===== config.mk =====
export PLATFORM = sky130hd
export DESIGN_NAME = load_store_unit
export DESIGN_NICKNAME = d
export VERILOG_FILES = /design/src/rtl/load_store_unit_pkg.sv /design/src/rtl/load_store_unit_load_align.sv /design/src/rtl/load_store_unit.sv
export SDC_FILE = /design/constraint.sdc
export NUM_CORES = 1
export LEC_CHECK = 0
export BUFFER_PORTS_ARGS = -buffer_cell sky130_fd_sc_hd__buf_4
export CAP_MARGIN = 20
export CORE_ASPECT_RATIO = 1.4
export CORE_MARGIN = 8
export CORE_UTILIZATION = 50
export CTS_CLUSTER_DIAMETER = 100
export DETAILED_ROUTE_END_ITERATION = 8
export GPL_TIMING_DRIVEN = 0
export PLACE_DENSITY_LB_ADDON = 0.25
export SLEW_MARGIN = 20
export SYNTH_ARGS = -nofsm -noshare
export SYNTH_HDL_FRONTEND = slang
export SYNTH_SLANG_ARGS = --single-unit

===== constraint.sdc =====
create_clock -name clk -period 3.2 [get_ports clk]
set_input_delay 0 -clock clk [delete_from_list [all_inputs] [get_ports clk]]
set_output_delay 0 -clock clk [all_outputs]
set_load 0.05 [all_outputs]

===== src/rtl/load_store_unit_pkg.sv =====
// Shared types and constants for the load/store unit: data_memory alucodes,
// FSM state encoding, the latched request record and access-size helpers.
package load_store_unit_pkg;

  localparam logic [5:0] ALU_LB  = 6'd18;
  localparam logic [5:0] ALU_LH  = 6'd19;
  localparam logic [5:0] ALU_LW  = 6'd20;
  localparam logic [5:0] ALU_LBU = 6'd21;
  localparam logic [5:0] ALU_LHU = 6'd22;
  localparam logic [5:0] ALU_SB  = 6'd23;
  localparam logic [5:0] ALU_SH  = 6'd24;
  localparam logic [5:0] ALU_SW  = 6'd25;

  typedef enum logic [2:0] {
    LSU_IDLE = 3'd0,
    LSU_ACC  = 3'd1,
    LSU_LO   = 3'd2,
    LSU_HI   = 3'd3,
    LSU_SB   = 3'd4
  } lsu_state_e;

  typedef struct packed {
    logic [31:0] addr;
    logic [31:0] wdata;
    logic [5:0]  alucode;
    logic        is_load;
    logic        is_store;
    logic [4:0]  rd;
  } lsu_req_t;

  // Index of the last byte touched by an access (0 byte, 1 half, 3 word).
  function automatic logic [1:0] last_byte_idx(input logic [5:0] alucode);
    case (alucode)
      ALU_LB, ALU_LBU, ALU_SB: last_byte_idx = 2'd0;
      ALU_LH, ALU_LHU, ALU_SH: last_byte_idx = 2'd1;
      default:                 last_byte_idx = 2'd3;
    endcase
  endfunction

  function automatic logic is_misaligned(input logic [5:0] alucode, input logic [1:0] off);
    case (last_byte_idx(alucode))
      2'd1:    is_misaligned = (off == 2'd3);
      2'd3:    is_misaligned = (off != 2'd0);
      default: is_misaligned = 1'b0;
    endcase
  endfunction

endpackage


===== src/rtl/load_store_unit_load_align.sv =====
// Merges two adjacent memory words, shifts the addressed bytes down and
// sign- or zero-extends them according to the load alucode.
module lsu_load_align
  import load_store_unit_pkg::*;
(
  input  logic [31:0] lo,
  input  logic [31:0] hi,
  input  logic [1:0]  off,
  input  logic [5:0]  alucode,
  output logic [31:0] result
);

  logic [63:0] merged;

  assign merged = {hi, lo} >> {off, 3'b000};

  always_comb begin
    case (alucode)
      ALU_LB:  result = {{24{merged[7]}}, merged[7:0]};
      ALU_LBU: result = {24'h0, merged[7:0]};
      ALU_LH:  result = {{16{merged[15]}}, merged[15:0]};
      ALU_LHU: result = {16'h0, merged[15:0]};
      default: result = merged[31:0];
    endcase
  end

endmodule


===== src/rtl/load_store_unit.sv =====
// Load/store unit: accepts one request per handshake and drives data_memory,
// splitting word-crossing loads into two word reads and stores into byte writes.
module load_store_unit
  import load_store_unit_pkg::*;
(
  input  logic        clk,
  input  logic        rst,
  input  logic        req_valid,
  output logic        req_ready,
  input  logic [31:0] req_addr,
  input  logic [31:0] req_wdata,
  input  logic [5:0]  req_alucode,
  input  logic        req_is_load,
  input  logic        req_is_store,
  input  logic [4:0]  req_rd,
  output logic [31:0] mem_addr,
  output logic [31:0] mem_wdata,
  output logic [5:0]  mem_alucode,
  output logic        mem_is_load,
  output logic        mem_is_store,
  input  logic [31:0] mem_rdata,
  output logic        wb_valid,
  output logic [4:0]  wb_rd,
  output logic [31:0] wb_data
);

  lsu_state_e  state_q, state_d;
  lsu_req_t    req_q, req_d;
  logic [1:0]  cnt_q, cnt_d;
  logic [1:0]  last_q, last_d;
  logic [31:0] lo_q, lo_d;
  logic        wb_valid_q, wb_valid_d;
  logic [4:0]  wb_rd_q, wb_rd_d;
  logic [31:0] wb_data_q, wb_data_d;

  logic        accept;
  logic        req_legal;
  logic        in_hi;
  logic [31:0] word_base;
  logic [31:0] align_lo;
  logic [31:0] align_hi;
  logic [1:0]  align_off;
  logic [31:0] align_result;

  assign accept    = req_valid && req_ready;
  assign req_legal = req_is_load ^ req_is_store;
  assign word_base = {req_q.addr[31:2], 2'b00};

  // ACC reuses the aligner with a single already-extended word at offset 0.
  assign in_hi     = (state_q == LSU_HI);
  assign align_lo  = in_hi ? lo_q : mem_rdata;
  assign align_hi  = in_hi ? mem_rdata : 32'h0;
  assign align_off = in_hi ? req_q.addr[1:0] : 2'd0;

  lsu_load_align u_load_align (
    .lo      (align_lo),
    .hi      (align_hi),
    .off     (align_off),
    .alucode (req_q.alucode),
    .result  (align_result)
  );

  always_comb begin
    // NOTE: every signal gets a default first so no path through the case infers a latch.
    state_d      = state_q;
    req_d        = req_q;
    cnt_d        = cnt_q;
    last_d       = last_q;
    lo_d         = lo_q;
    wb_valid_d   = 1'b0;
    wb_rd_d      = wb_rd_q;
    wb_data_d    = wb_data_q;
    req_ready    = 1'b0;
    mem_addr     = 32'h0;
    mem_wdata    = 32'h0;
    mem_alucode  = 6'h0;
    mem_is_load  = 1'b0;
    mem_is_store = 1'b0;

    case (state_q)
      LSU_IDLE: begin
        req_ready = 1'b1;
        // Requests with neither or both flags are consumed without any effect.
        if (accept && req_legal) begin
          req_d = '{addr:     req_addr,
                    wdata:    req_wdata,
                    alucode:  req_alucode,
                    is_load:  req_is_load,
                    is_store: req_is_store,
                    rd:       req_rd};
          cnt_d  = 2'd0;
          last_d = last_byte_idx(req_alucode);
          if (!is_misaligned(req_alucode, req_addr[1:0])) begin
            state_d = LSU_ACC;
          end else if (req_is_load) begin
            state_d = LSU_LO;
          end else begin
            state_d = LSU_SB;
          end
        end
      end

      LSU_ACC: begin
        mem_addr     = req_q.addr;
        mem_wdata    = req_q.wdata;
        mem_alucode  = req_q.alucode;
        mem_is_load  = req_q.is_load;
        mem_is_store = req_q.is_store;
        if (req_q.is_load) begin
          wb_valid_d = 1'b1;
          wb_rd_d    = req_q.rd;
          wb_data_d  = align_result;
        end
        state_d = LSU_IDLE;
      end

      LSU_LO: begin
        mem_addr    = word_base;
        mem_alucode = ALU_LW;
        mem_is_load = 1'b1;
        lo_d        = mem_rdata;
        state_d     = LSU_HI;
      end

      LSU_HI: begin
        mem_addr    = word_base + 32'd4;
        mem_alucode = ALU_LW;
        mem_is_load = 1'b1;
        wb_valid_d  = 1'b1;
        wb_rd_d     = req_q.rd;
        wb_data_d   = align_result;
        state_d     = LSU_IDLE;
      end

      LSU_SB: begin
        mem_addr     = req_q.addr + {30'h0, cnt_q};
        mem_wdata    = {24'h0, req_q.wdata[{cnt_q, 3'b000} +: 8]};
        mem_alucode  = ALU_SB;
        mem_is_store = 1'b1;
        cnt_d        = cnt_q + 2'd1;
        if (cnt_q == last_q) begin
          state_d = LSU_IDLE;
        end
      end

      default: state_d = LSU_IDLE;
    endcase

    // A byte write issued in the reset cycle must not commit.
    if (rst) begin
      mem_addr     = 32'h0;
      mem_wdata    = 32'h0;
      mem_alucode  = 6'h0;
      mem_is_load  = 1'b0;
      mem_is_store = 1'b0;
    end
  end

  always_ff @(posedge clk) begin
    // NOTE: state is updated with non-blocking assignments so all flops sample the same edge.
    if (rst) begin
      state_q    <= LSU_IDLE;
      req_q      <= '0;
      cnt_q      <= 2'd0;
      last_q     <= 2'd0;
      lo_q       <= 32'h0;
      wb_valid_q <= 1'b0;
      wb_rd_q    <= 5'h0;
      wb_data_q  <= 32'h0;
    end else begin
      state_q    <= state_d;
      req_q      <= req_d;
      cnt_q      <= cnt_d;
      last_q     <= last_d;
      lo_q       <= lo_d;
      wb_valid_q <= wb_valid_d;
      wb_rd_q    <= wb_rd_d;
      wb_data_q  <= wb_data_d;
    end
  end

  assign wb_valid = wb_valid_q;
  assign wb_rd    = wb_rd_q;
  assign wb_data  = wb_data_q;

endmodule


# ---- Word-level counts from Yosys, hierarchy flattened
# Index checks and enable logic that the tools add are counted.
dict set report op_classes {
  addsub 3
  n_eq_ne 21
  shifts 2
  n_mux 34
  bitwise_logic 1
  n_reduce_logical 13
}
# operator n
set ops {}
lappend ops {{32-bit case mux with 4 select lines} 2}
lappend ops {{32-bit 2-to-1 mux} 5}
lappend ops {{32-bit case mux with 2 select lines} 2}
lappend ops {{64-bit by 5-bit right shift with 32-bit output} 1}
lappend ops {{6-bit by 5-bit == test with 1-bit output (second input constant)} 10}
lappend ops {{32-bit by 2-bit adder with 32-bit output} 1}
lappend ops {{32-bit by 3-bit adder with 32-bit output (second input constant)} 1}
lappend ops {{32-bit by 6-bit indexed part select with 8-bit output} 1}
lappend ops {{6-bit case mux with 3 select lines} 1}
lappend ops {{3-bit 2-to-1 mux} 4}
lappend ops {{5-bit case mux with 2 select lines} 1}
lappend ops {{3-bit case mux with 3 select lines} 1}
lappend ops {{2-bit 2-to-1 mux} 4}
lappend ops {{1-bit case mux with 2 select lines} 4}
lappend ops {{2-bit case mux with 2 select lines} 2}
lappend ops {{2-bit AND reduction} 4}
lappend ops {{3-bit by 2-bit == test with 1-bit output (second input constant)} 2}
lappend ops {{1-bit 2-to-1 mux} 6}
lappend ops {{6-bit 2-to-1 mux} 1}
lappend ops {{2-bit inequality test (second input constant)} 3}
lappend ops {{2-bit nonzero test} 3}
lappend ops {{3-bit OR reduction} 2}
lappend ops {{5-bit 2-to-1 mux} 1}
lappend ops {{2-bit == test (second input constant)} 2}
lappend ops {{9 further kinds} 10}
dict set report word_totals {
  regBits 154
  inputBits 112
  output_inout_bits 111
  wordCells 87
}

# ---- Longest topological paths before layout
# Gate-level depths: netlist of the first run.
dict set report logic_depth {
  word_depth 13
  mapped_depth 10
  mapped_depth_nobuf 8
}

# ---- Hierarchy
# From an unflattened synthesis of the first run, not the netlist that was laid out.
dict set report hier_totals {
  hier_cells 1240
  hier_area_um2 8903.5
}
# module instances cells_per_inst area_per_inst_um2
set modules_own_cells {}
lappend modules_own_cells {load_store_unit 1 1104 7775.0}
lappend modules_own_cells {lsu_load_align 1 136 1128.6}

# ---- Worst setup path before layout of the first run
# OpenSTA, ideal clock, no wires.
dict set report synth_path {
  path_kind {reg-to-output}
  start {register req_q[46] in the netlist's numbering}
  end {output mem_addr[30]}
  arrival_ns 4.527
  t_required_ns 3.200
  setup_slack_ns -1.327
  path_stages_with_launch 11
  cell_sequence {dfxtp_1 buf_2 buf_2 buf_2 inv_1 fa_1 inv_1 a21o_2 buf_2 a41oi_1 a2111oi_0}
}
dict set report synth_between {
  elab_chain_len 3
}
# element line
set synth_rtl {}
lappend synth_rtl {{from (decl)} load_store_unit.sv:28} ;# lsu_req_t req_q, req_d;
lappend synth_rtl {{from (signal assigned)} load_store_unit.sv:172} ;# req_q <= req_d;
lappend synth_rtl {{32-bit by 2-bit adder with 32-bit output} load_store_unit.sv:136} ;# mem_addr = req_q.addr + {30'h0, cnt_q};
lappend synth_rtl {{32-bit case mux with 4 select lines} load_store_unit.sv:80} ;# case (state_q)
lappend synth_rtl {{32-bit 2-to-1 mux} load_store_unit.sv:150} ;# if (rst) begin
lappend synth_rtl {{to (decl)} load_store_unit.sv:16} ;# output logic [31:0] mem_addr,
# Every way passes these cells.

# ---- Worst setup path in the final report of the first run
dict set report layout_path {
  start {register req_q[46] in the netlist's numbering}
  end {output mem_addr[10]}
}
# Same word-level chain as after synthesis.

==> results by group, run 1 <==
Critical path
  • Slowest library cell on the worst path: or4b_2
  • Critical Path Max Stage Delay: 610 ps
  • Worst-path maximum fanout: 10
  • Critical path class: reg2out
  • Most used cell, CP: buf_6
  • Crit-path cells: buf_6 > buf_6 > buf_6 > inv_1 > fa_2 > inv_1 > a21o_2 > or4b_2 > a21oi_2 > buf_6
  • Arr. time, crit path: 3070 ps
  • Critical path required time: ~3200 ps
  • Crit path capture type: output pin
  • Startpoint Class: flop

Global routing
  • GR Overflow Total: 0
  • Largest net degree at the start of global routing: 17
  • First-pass GRT wire length: around 53000 um
  • GR Util All Layers: between 30% and 40%
  • Vias in the first global route: 9913
  • Initial antenna violation count: 0

Logic synthesis
  • Syn_nets: ~1200
  • Synth Cell Area: about 0.0086 mm2
  • Distinct cells, synth: 67
  • Asr flop ratio synth: 0%
  • Yosys reg bits: between 150 and 200
  • Syn_area_per_cell: ~8 um2
  • Post-synth EDFFs: 0
  • Post-synthesis cell count: 1107
  • Synth Warn #: 0
  • Ys flop type: dfxtp_1
  • Sequential area share after synthesis: between 30% and 40%

Placed design
  • Final HPWL DP: around 24000 um
  • PortBufs: 220
  • Routability Congestion: between 0.9 and 1
  • Cells after DPL: ~1500
  • DP Worst Slack: -227 ps

Drt
  • Post-DRT Antenna Nets: 0
  • Final wirelength: 34200 um
  • Post-route DRC: 0
  • DRT iter0 DRCs: roughly 1100
  • Drt pass-1 iters: 6
  • Via Count: between 10000 and 15000
  • Wire per inst: roughly 20 um
  • Post-DR vias/cell: 6.02

STA
  • Finish-stage setup viols: 0
  • Rel. slew slack: between 40% and 50%
  • RSZ-0062 raised after global routing: no
  • Clock Skews: ~5.9 ps
  • Hold Fails Final Rpt: 0
  • Worst-Margin Slew: between 800 and 900 ps
  • Tmin final: approximately 3100 ps
  • Fin. max-slew vios: 0
  • F_max: around 0.33 GHz
  • Period utilisation layout: between 90% and 100%
  • Final WS setup: 135 ps

Clock network
  • Worst-skew pair later-pin latency: about 440 ps
  • CTS tree: built
  • Clk pin slew, worst setup/hold paths: about 60 ps
  • Num Clock Sinks: around 150
  • Longest Clk Path Bufs: 2
  • CTS Buf Count: 17
  • H-tree lvl count: 4
  • Root Driver: clkbuf_16

Cells and area
  • Area delta synth->final: 43.1%
  • Post-Layout Cell Count: roughly 1700
  • Post-layout util: between 70% and 80%
  • NumNets Final: ~1600
  • Proportion of layout cells with a drive suffix above 1: between 20% and 30%

Floorplan
  • Die X: approximately 130 um
  • FP Rows: 57
  • Die Y: roughly 170 um
  • Full die area: between 0.02 and 0.025 mm2
  • Core area: approximately 0.017 mm2
  • IO Count: approximately 220
  • Initial core utilization: 50.4%

Power and ir drop
  • Max VDD drop: ~0.29 mV
  • Leakage power: roughly 4.9 nW
  • Pwr Total: 5.18 mW
  • Power Density: ~420 mW/mm2

Min path
  • HP Class: in2reg

Status
  • Status: completed

Run
  • Max_cap viols: 0
==> where the power goes <==
group / internal (mW) / switching [mW] / total, mW / leakage [nW]
Sequential: 2.01 / 0.0960 / 2.11 / 1.25
Clock: 1.25 / 0.883 / 2.13 / 0.290
Combinational: 0.414 / 0.525 / 0.939 / 3.32
Total: 3.67 / 1.50 / 5.18 / 4.86
==> repair_timing <==
item	4_1_cts	5_1_grt
pin swaps	1	1
gates resized for setup	11	3
setup buffers	0	1
hold endpoints to repair	121	0
hold buffers	110	0
setup endpoints to repair	15	6
==> per-stage QoR <==
step	hold WS (ps)	area, um2	TNS [ps]
5_1_grt	218	12300	0
6_report	209	12300	0
4_1_cts	171	12300	0
3_3_place_gp	247	10600	-889
3_5_place_dp	254	10600	-969
2_1_floorplan	136	8660	0
==> cell usage in the layout, fill, tap and decap left out, drive strengths merged, types with 3 or more instances in the layout <==
cell type,count
o21ai,19
clkinvlp,3
nor3,15
nand3b,3
or3,6
a22oi,11
nand3,15
a31oi,4
a211oi,29
nand4,10
nor2,76
and2,28
a311oi,18
clkinv,5
nor2b,6
and3,5
xor2,4
nor4,5
a21oi,161
dfxtp,154
nand2,343
nand2b,4
buf,254
mux4,40
ha,3
a41oi,6
clkbuf,72
inv,14
bufinv,3
dlygate4sd3,110
nor3b,6
o21a,4
==> cells by family after synthesis <==
group | Yosys count | share of synthesized area [%]
AO/OA/AOI/OAI | 268 | 19.3
buffers and inverters | 99 | 5.56
AND/OR/NAND/NOR | 534 | 27.5
flip-flops | 154 | 35.8
multiplexers | 42 | 10.7
XOR/XNOR | 6 | 0.610
adder cells (fa/ha/maj) | 4 | 0.668
==> per-layer routing <==
metal  part of all wire [%]  up-vias  wire [um]  GRT usage, %
li1                       -     4588          -             -
met1                     35     4726      12100          32.9
met2                     51      627      17400          55.1
met3                    8.5      144       2890          7.57
met4                    5.3        0       1800          17.7
met5                      0        -          0             0
==> flip-flops by register name, summed over array words and instances (netlist names) <==
signal    count
req_q        77
lo_q         32
wb_data      32
wb_rd         5
state_q       3
cnt_q         2
last_q        2
wb_valid      1
==> critical path: cells and delay by family (launching register included) <==
kind            cells  cell delay (ps)
flops               1              370
fa+ha+maj           1              380
buf+inv             6              890
compound gates      2              370
simple gates        1              610
==> path summary, 6_finish.rpt <==
kind / startpoint / to / slack [ps] / depth (start not counted)
setup / recovery: req_q[46] / mem_addr[10] / 130 / 10
hold / removal: rst / state_q[0] / 210 / 3
setup reg to reg: state_q[2] / state_q[0] / 820 / 6
hold reg to reg: lo_q[2] / lo_q[2] / 450 / 2
==> final cells by class <==
type	count	area [um2]
Clock inverter	13	169
Inverter	12	45.0
Sequential cell	154	3080
Antenna cell	1	2.50
Fill cell	1310	4780
Tap cell	206	258
Multi-Input combinational cell	854	5120
Clock buffer	18	439
Timing Repair Buffer	331	2760
Buffer	87	457
==> Yosys cell counts (3+ instances only) <==
cell type / count / area share, %
nor2_1: 76 / 3.3
mux4_2: 40 / 10
and2_1: 28 / 2.0
a31oi_1: 4 / 0.29
clkbuf_1: 52 / 2.3
xor2_1: 4 / 0.41
a41oi_1: 6 / 0.61
nand2_1: 343 / 15
a21oi_1: 161 / 9.3
buf_2: 17 / 0.99
o21ai_1: 3 / 0.17
nand3b_1: 3 / 0.26
a311oi_1: 17 / 1.7
nor4_1: 4 / 0.29
or3_1: 6 / 0.44
o21a_1: 4 / 0.35
nand3_1: 15 / 0.87
and3_1: 4 / 0.29
nand2b_1: 4 / 0.29
ha_1: 3 / 0.44
nor3_1: 14 / 0.81
a211oi_1: 19 / 1.7
buf_4: 10 / 0.87
a211oi_2: 10 / 1.5
nor3b_1: 5 / 0.44
buf_6: 5 / 0.65
nand4_1: 7 / 0.51
o21ai_0: 16 / 0.93
dfxtp_1: 154 / 36
a22oi_1: 11 / 0.96
nor2b_1: 5 / 0.36
inv_1: 12 / 0.52
Power figures use the tool's default switching activity.
==> run 2: changes to the inputs <==
Settings changed: CTS_BUF_LIST set to sky130_fd_sc_hd__clkbuf_16.
Clock period 3.2 ns to 2.95 ns, I/O delays scaled along.
==> run 2 against run 1 <==
Net effect: utilization shrank 0.095 points; register-to-register slack lost 210 ps; largest power group is now registers; setup slack lost 75 ps; clock power is essentially flat.
==> results by group, run 2 (synthesis results as in run 1) <==
Status
  • Status: completed

Placed design
  • Routability Congestion: 0.952
  • Final HPWL DP: between 20000 and 25000 um
  • PortBufs: between 200 and 250
  • Area after DPL: between 0.01 and 0.015 mm2

Cells and area
  • Post-layout util: between 70% and 80%
  • Proportion of layout cells with a drive suffix above 1: around 26%
  • Commonest non-fill, non-tap cell in the layout: nand2_1
  • Finished Cell Area: approximately 0.012 mm2
  • Max reg flops: 77
  • Area delta synth->final: 42.9%
  • Fillers: about 1300
  • Largest register by flop count: req_q
  • NumNets Final: between 1500 and 2000
  • Most frequent cells in the layout: 343 x nand2_1, 232 x buf_4, 160 x a21oi_1, 154 x dfxtp_1, 110 x dlygate4sd3_1

STA
  • Period utilisation layout: 98.0%
  • Rel. slew slack: between 30% and 40%
  • Worst-Margin Slew: around 900 ps
  • F_max: approximately 0.35 GHz
  • Clock Skews: ~7 ps
  • Hold Fails Final Rpt: 0
  • Fin. max-slew vios: 0
  • Tmin final: ~2900 ps
  • Finish-stage setup viols: 0
  • RSZ-0062 raised after global routing: yes

Clock network
  • Longest Clk Path Bufs: 2
  • CTS tree: built
  • Root Driver: clkbuf_16
  • Clk pin slew, worst setup/hold paths: approximately 60 ps
  • CTS Buf Count: 17
  • Num Clock Sinks: ~150
  • H-tree lvl count: 4
  • Worst-skew pair later-pin latency: approximately 440 ps

Critical path
  • Worst-path maximum fanout: 10
  • Worst setup path start: cnt_q[1]
  • Critical path required time: just under 3000 ps
  • Critical path class: reg2out
  • Worst reg2reg path endpoint: wb_data[20]
  • Worst Setup EP: mem_addr[30]
  • Startpoint Class: flop
  • Arr. time, crit path: roughly 2900 ps
  • Critical R2R Launch: req_q[45]
  • R2R cell count: 8
  • FF-to-FF setup slack: between 600 and 700 ps
  • Crit path capture type: output pin

Floorplan
  • Full die area: ~0.022 mm2
  • Die Y: between 150 and 200 um
  • FP Rows: 57
  • IO Count: between 200 and 250
  • Die X: 127 um
  • Initial core utilization: 50.4%
  • Core area: ~0.017 mm2

Global routing
  • First-pass GRT wire length: between 50000 and 60000 um
  • GR Util All Layers: between 30 and 40%
  • GR Overflow Total: 0
  • Initial antenna violation count: 1
  • Largest net degree at the start of global routing: 17
  • Vias in the first global route: approximately 10000

Power and ir drop
  • Power Density: 439 mW/mm2
  • Leakage power: between 4 and 5 nW
  • Max VDD drop: between 0.2 and 0.3 mV

Drt
  • Via Count: 10046
  • Post-route DRC: 0
  • Post-DRT Antenna Nets: 0
  • Post-DR vias/cell: 6.00
  • Drt pass-1 iters: 6
  • DRT iter0 DRCs: roughly 1200
  • Wire per inst: between 20 and 25 um
  • Final wirelength: 33500 um

Min path
  • Hold path cells: 3
  • HP Class: in2reg

Run
  • Max_cap viols: 0
## run 2: worst min-delay path by stage
| stage | start | to | slack (ps) |
|---|---|---|---|
| 6_report | rst | state_q[0] | 210 |
| 5_1_grt | rst | state_q[0] | 250 |
| 4_1_cts | rst | state_q[0] | 190 |
| 3_5_place_dp | req_wdata[24] | req_q[37] | 250 |
| 3_3_place_gp | req_wdata[4] | req_q[17] | 250 |
| 2_1_floorplan | mem_rdata[0] | lo_q[0] | 140 |
## run 2: worst max-delay path: stages (launching register included)
cell       delay [ps]
dfxtp_1           390
clkbuf_2          320
inv_1             130
fa_2              410
inv_1              70
a21o_2            150
buf_4             190
a41oi_1           150
a2111oi_2         360
buf_4             280
## run 2: per-layer routing
layer / GRT usage [%] / routed length (um) / share of wire, % / vias to the layer above
met5: 0 / 0 / 0 / -
met4: 18.3 / 1890 / 5.6 / 0
met3: 6.02 / 2760 / 8.2 / 154
met2: 54.4 / 17000 / 51 / 654
met1: 32.7 / 11800 / 35 / 4659
li1: - / - / - / 4579
## run 2: power breakdown
part           leakage (nW)  switching [mW]  total (mW)  internal [mW]
combinational          3.33           0.566        1.01          0.447
sequential             1.25           0.105        2.28           2.18
clock                 0.269           0.949        2.11           1.16
## run 2: cell type report
type	count	area (um2)	share of cell area, %
diodes	1	2.50	0.0203
plain buffers	85	437	3.54
clock buffers	17	425	3.45
clock inverters	14	124	1.01
inverters	12	45.0	0.366
multi-input cells	854	5170	42.0
flip-flops and latches	154	3080	25.0
well taps	206	258	2.09
repair buffers	332	2770	22.5
## run 2: repair_timing
action | CTS | global route
setup endpoints to repair | 33 | 9
cloned | 0 | 0
hold buffers | 110 | 0
resized for setup | 16 | 9
pin swaps | 2 | 1
setup buffers | 1 | 1
hold endpoints to repair | 123 | 0
## run 2: per-stage QoR
step / hold WS (ps) / total power [mW] / setup slack, ps / instances / setup TNS [ps]
after detailed placement: 253 / 3.19 / -437 / 1533 / -3310
after global placement: 247 / 3.17 / -461 / 1533 / -3610
final: 205 / 5.41 / 59.2 / 1675 / 0
after CTS: 190 / 5.37 / 6.44 / 1675 / 0
after global routing: 249 / 5.59 / -19.6 / 1675 / -19.6
after floorplan: 136 / 2.84 / -246 / 1107 / -246
==> run 3: changes to the inputs <==
Settings changed: CORE_ASPECT_RATIO 1.4 to not set.
Clock period 2.95 ns to 3 ns, I/O delays scaled along.
==> run 3 against run 2 <==
Net effect: routed wire length rose by 2.0%; critical path depth fell by 4; critical path type unchanged; sequential share of layout area barely moved; clock power fell by 2%; global-route usage rose by 0.43 points; largest cell class unchanged; register-to-register slack improved by 20 ps; highest routed layer unchanged; flip-flop and latch count did not move; setup slack got worse by 37 ps; utilization rose by 0.30 points; clock skew rose by 4.9 ps; via count fell by 0.23%; die area fell by 0.28%.
==> results by group, run 3 (synthesis results as in run 1) <==
Global routing
  • GR Util All Layers: between 30% and 40%
  • Initial antenna violation count: 0
  • First-pass GRT wire length: roughly 54000 um
  • Vias in the first global route: 9938
  • Largest net degree at the start of global routing: 17
  • GR Overflow Total: 0

Clock network
  • H-tree lvl count: 4
  • CTS Buf Count: 17
  • CTS tree: built
  • Longest Clk Path Bufs: 2
  • Worst-skew pair later-pin latency: approximately 440 ps
  • Num Clock Sinks: approximately 150
  • Root Driver: clkbuf_16
  • Clk pin slew, worst setup/hold paths: about 70 ps

Critical path
  • Worst reg2reg path endpoint: req_q[76]
  • Worst setup path start: req_q[47]
  • Startpoint Class: flop
  • Critical path class: reg2out
  • Arr. time, crit path: 2980 ps
  • Crit-path cells: nand4_1 > nor2_1 > nand4_1 > o41ai_1 > buf_4
  • R2R cell count: 7
  • Crit path capture type: output pin
  • FF-to-FF setup slack: ~630 ps
  • Slowest library cell on the worst path: o41ai_1
  • Worst-path maximum fanout: 9
  • Critical Path Max Stage Delay: a little under 600 ps
  • Critical R2R Launch: state_q[2]
  • Critical path required time: roughly 3000 ps
  • Most used cell, CP: nand4_1

Min path
  • Worst Hold End: state_q[0]
  • Hold path cells: 3
  • HP Class: in2reg
  • Hold path start: rst

Cells and area
  • NumNets Final: approximately 1600
  • # diodes: 0
  • Most frequent cells in the layout: 343 x nand2_1, 231 x buf_4, 160 x a21oi_1, 153 x dfxtp_1, 110 x dlygate4sd3_1
  • Proportion of layout cells with a drive suffix above 1: roughly a quarter
  • Largest register by flop count: req_q
  • Area delta synth->final: 43.0%
  • Commonest non-fill, non-tap cell in the layout: nand2_1
  • Max reg flops: between 70 and 80
  • Finished Cell Area: 0.0123 mm2

Placed design
  • PortBufs: 220
  • Routability Congestion: 0.957
  • Area after DPL: about 0.011 mm2
  • DP Worst Slack: -378 ps
  • Final HPWL DP: approximately 24000 um

Power and ir drop
  • Pwr Total: 5.32 mW
  • Power Density: about 430 mW/mm2
  • Max VDD drop: around 0.47 mV
  • Leakage power: about 4.9 nW

STA
  • Hold Fails Final Rpt: 0
  • RSZ-0062 raised after global routing: yes
  • Clock Skews: around 12 ps
  • F_max: roughly 0.34 GHz
  • Worst-Margin Slew: between 900 and 1000 ps
  • Fin. max-slew vios: 0
  • Final WS setup: 21.8 ps
  • Rel. slew slack: a little over a third
  • Tmin final: slightly below 3000 ps
  • Setup TNS: 0 ps
  • Finish-stage setup viols: 0
  • Period utilisation layout: between 90 and 100%

Floorplan
  • IO Count: about 220
  • Initial core utilization: about half
  • FP Rows: 48
  • Die Y: around 150 um
  • Full die area: approximately 0.022 mm2
  • Core area: about 0.017 mm2
  • Die X: around 150 um

Drt
  • Post-DR vias/cell: just under 6
  • Drt pass-1 iters: 5
  • Wire per inst: around 20 um
  • Final wirelength: approximately 34000 um
  • DRT iter0 DRCs: 1184
  • Post-DRT Antenna Nets: 0
  • Post-route DRC: 0
  • Via Count: around 10000

Status
  • Status: completed

Run
  • Max_cap viols: 0
run 3: cell count changes in the layout (fill, tap and decap cells not counted), sizes merged:
cell / delta
clkinvlp: +1
clkinv: -2
diode: -1
buf: +1
inv: +2
run 3: final cells by class:
class,count,area [um2]
Clock inverter,15,126
Timing Repair Buffer,332,2770
Clock buffer,17,425
Buffer,86,450
Sequential cell,154,3080
Inverter,12,45.0
Multi-Input combinational cell,854,5140
Fill cell,1343,4730
Tap cell,225,282
run 3: worst max-delay path, delay by kind of cell (launching register included):
kind | cells | cell delay (ps)
AOI/OAI and AO/OA | 1 | 590
buffers and inverters | 1 | 290
DFF | 1 | 490
and+or+nand+nor | 3 | 1160
run 3: timing repair:
| item | in CTS | in global routing |
|---|---|---|
| hold endpoints to repair | 122 | 0 |
| resized for setup | 14 | 6 |
| hold buffers | 110 | 0 |
| pin swaps | 2 | 2 |
| setup endpoints to repair | 16 | 16 |
| setup buffers | 1 | 1 |
run 3: where the power goes:
| part | switching (mW) | internal [mW] |
|---|---|---|
| Combinational | 0.567 | 0.442 |
| Clock | 0.929 | 1.14 |
| Sequential | 0.105 | 2.14 |
run 3: per-stage QoR:
| step | hold WS, ps | util (%) | cells |
|---|---|---|---|
| global route | 234 | 72.3 | 1695 |
| detailed placement | 256 | 62.3 | 1552 |
| finish | 186 | 72.3 | 1695 |
| floorplan | 136 | - | 1107 |
| CTS | 164 | 72.2 | 1695 |
| global placement | 248 | 62.3 | 1552 |
run 3: worst max path at each step:
stage	to	depth (start not counted)
finish	mem_addr[31]	5
global route	mem_addr[31]	6
CTS	mem_addr[10]	10
detailed placement	mem_addr[30]	11
global placement	mem_addr[30]	11
floorplan	mem_addr[30]	10
run 3: per-layer routing:
layer / global-route usage [%] / up-vias / share of wire (%)
met5: 0 / - / 0
met4: 16.0 / 0 / 4.9
met3: 7.94 / 132 / 9.5
li1: - / 4591 / -
met1: 36.2 / 4678 / 37
met2: 51.1 / 622 / 48
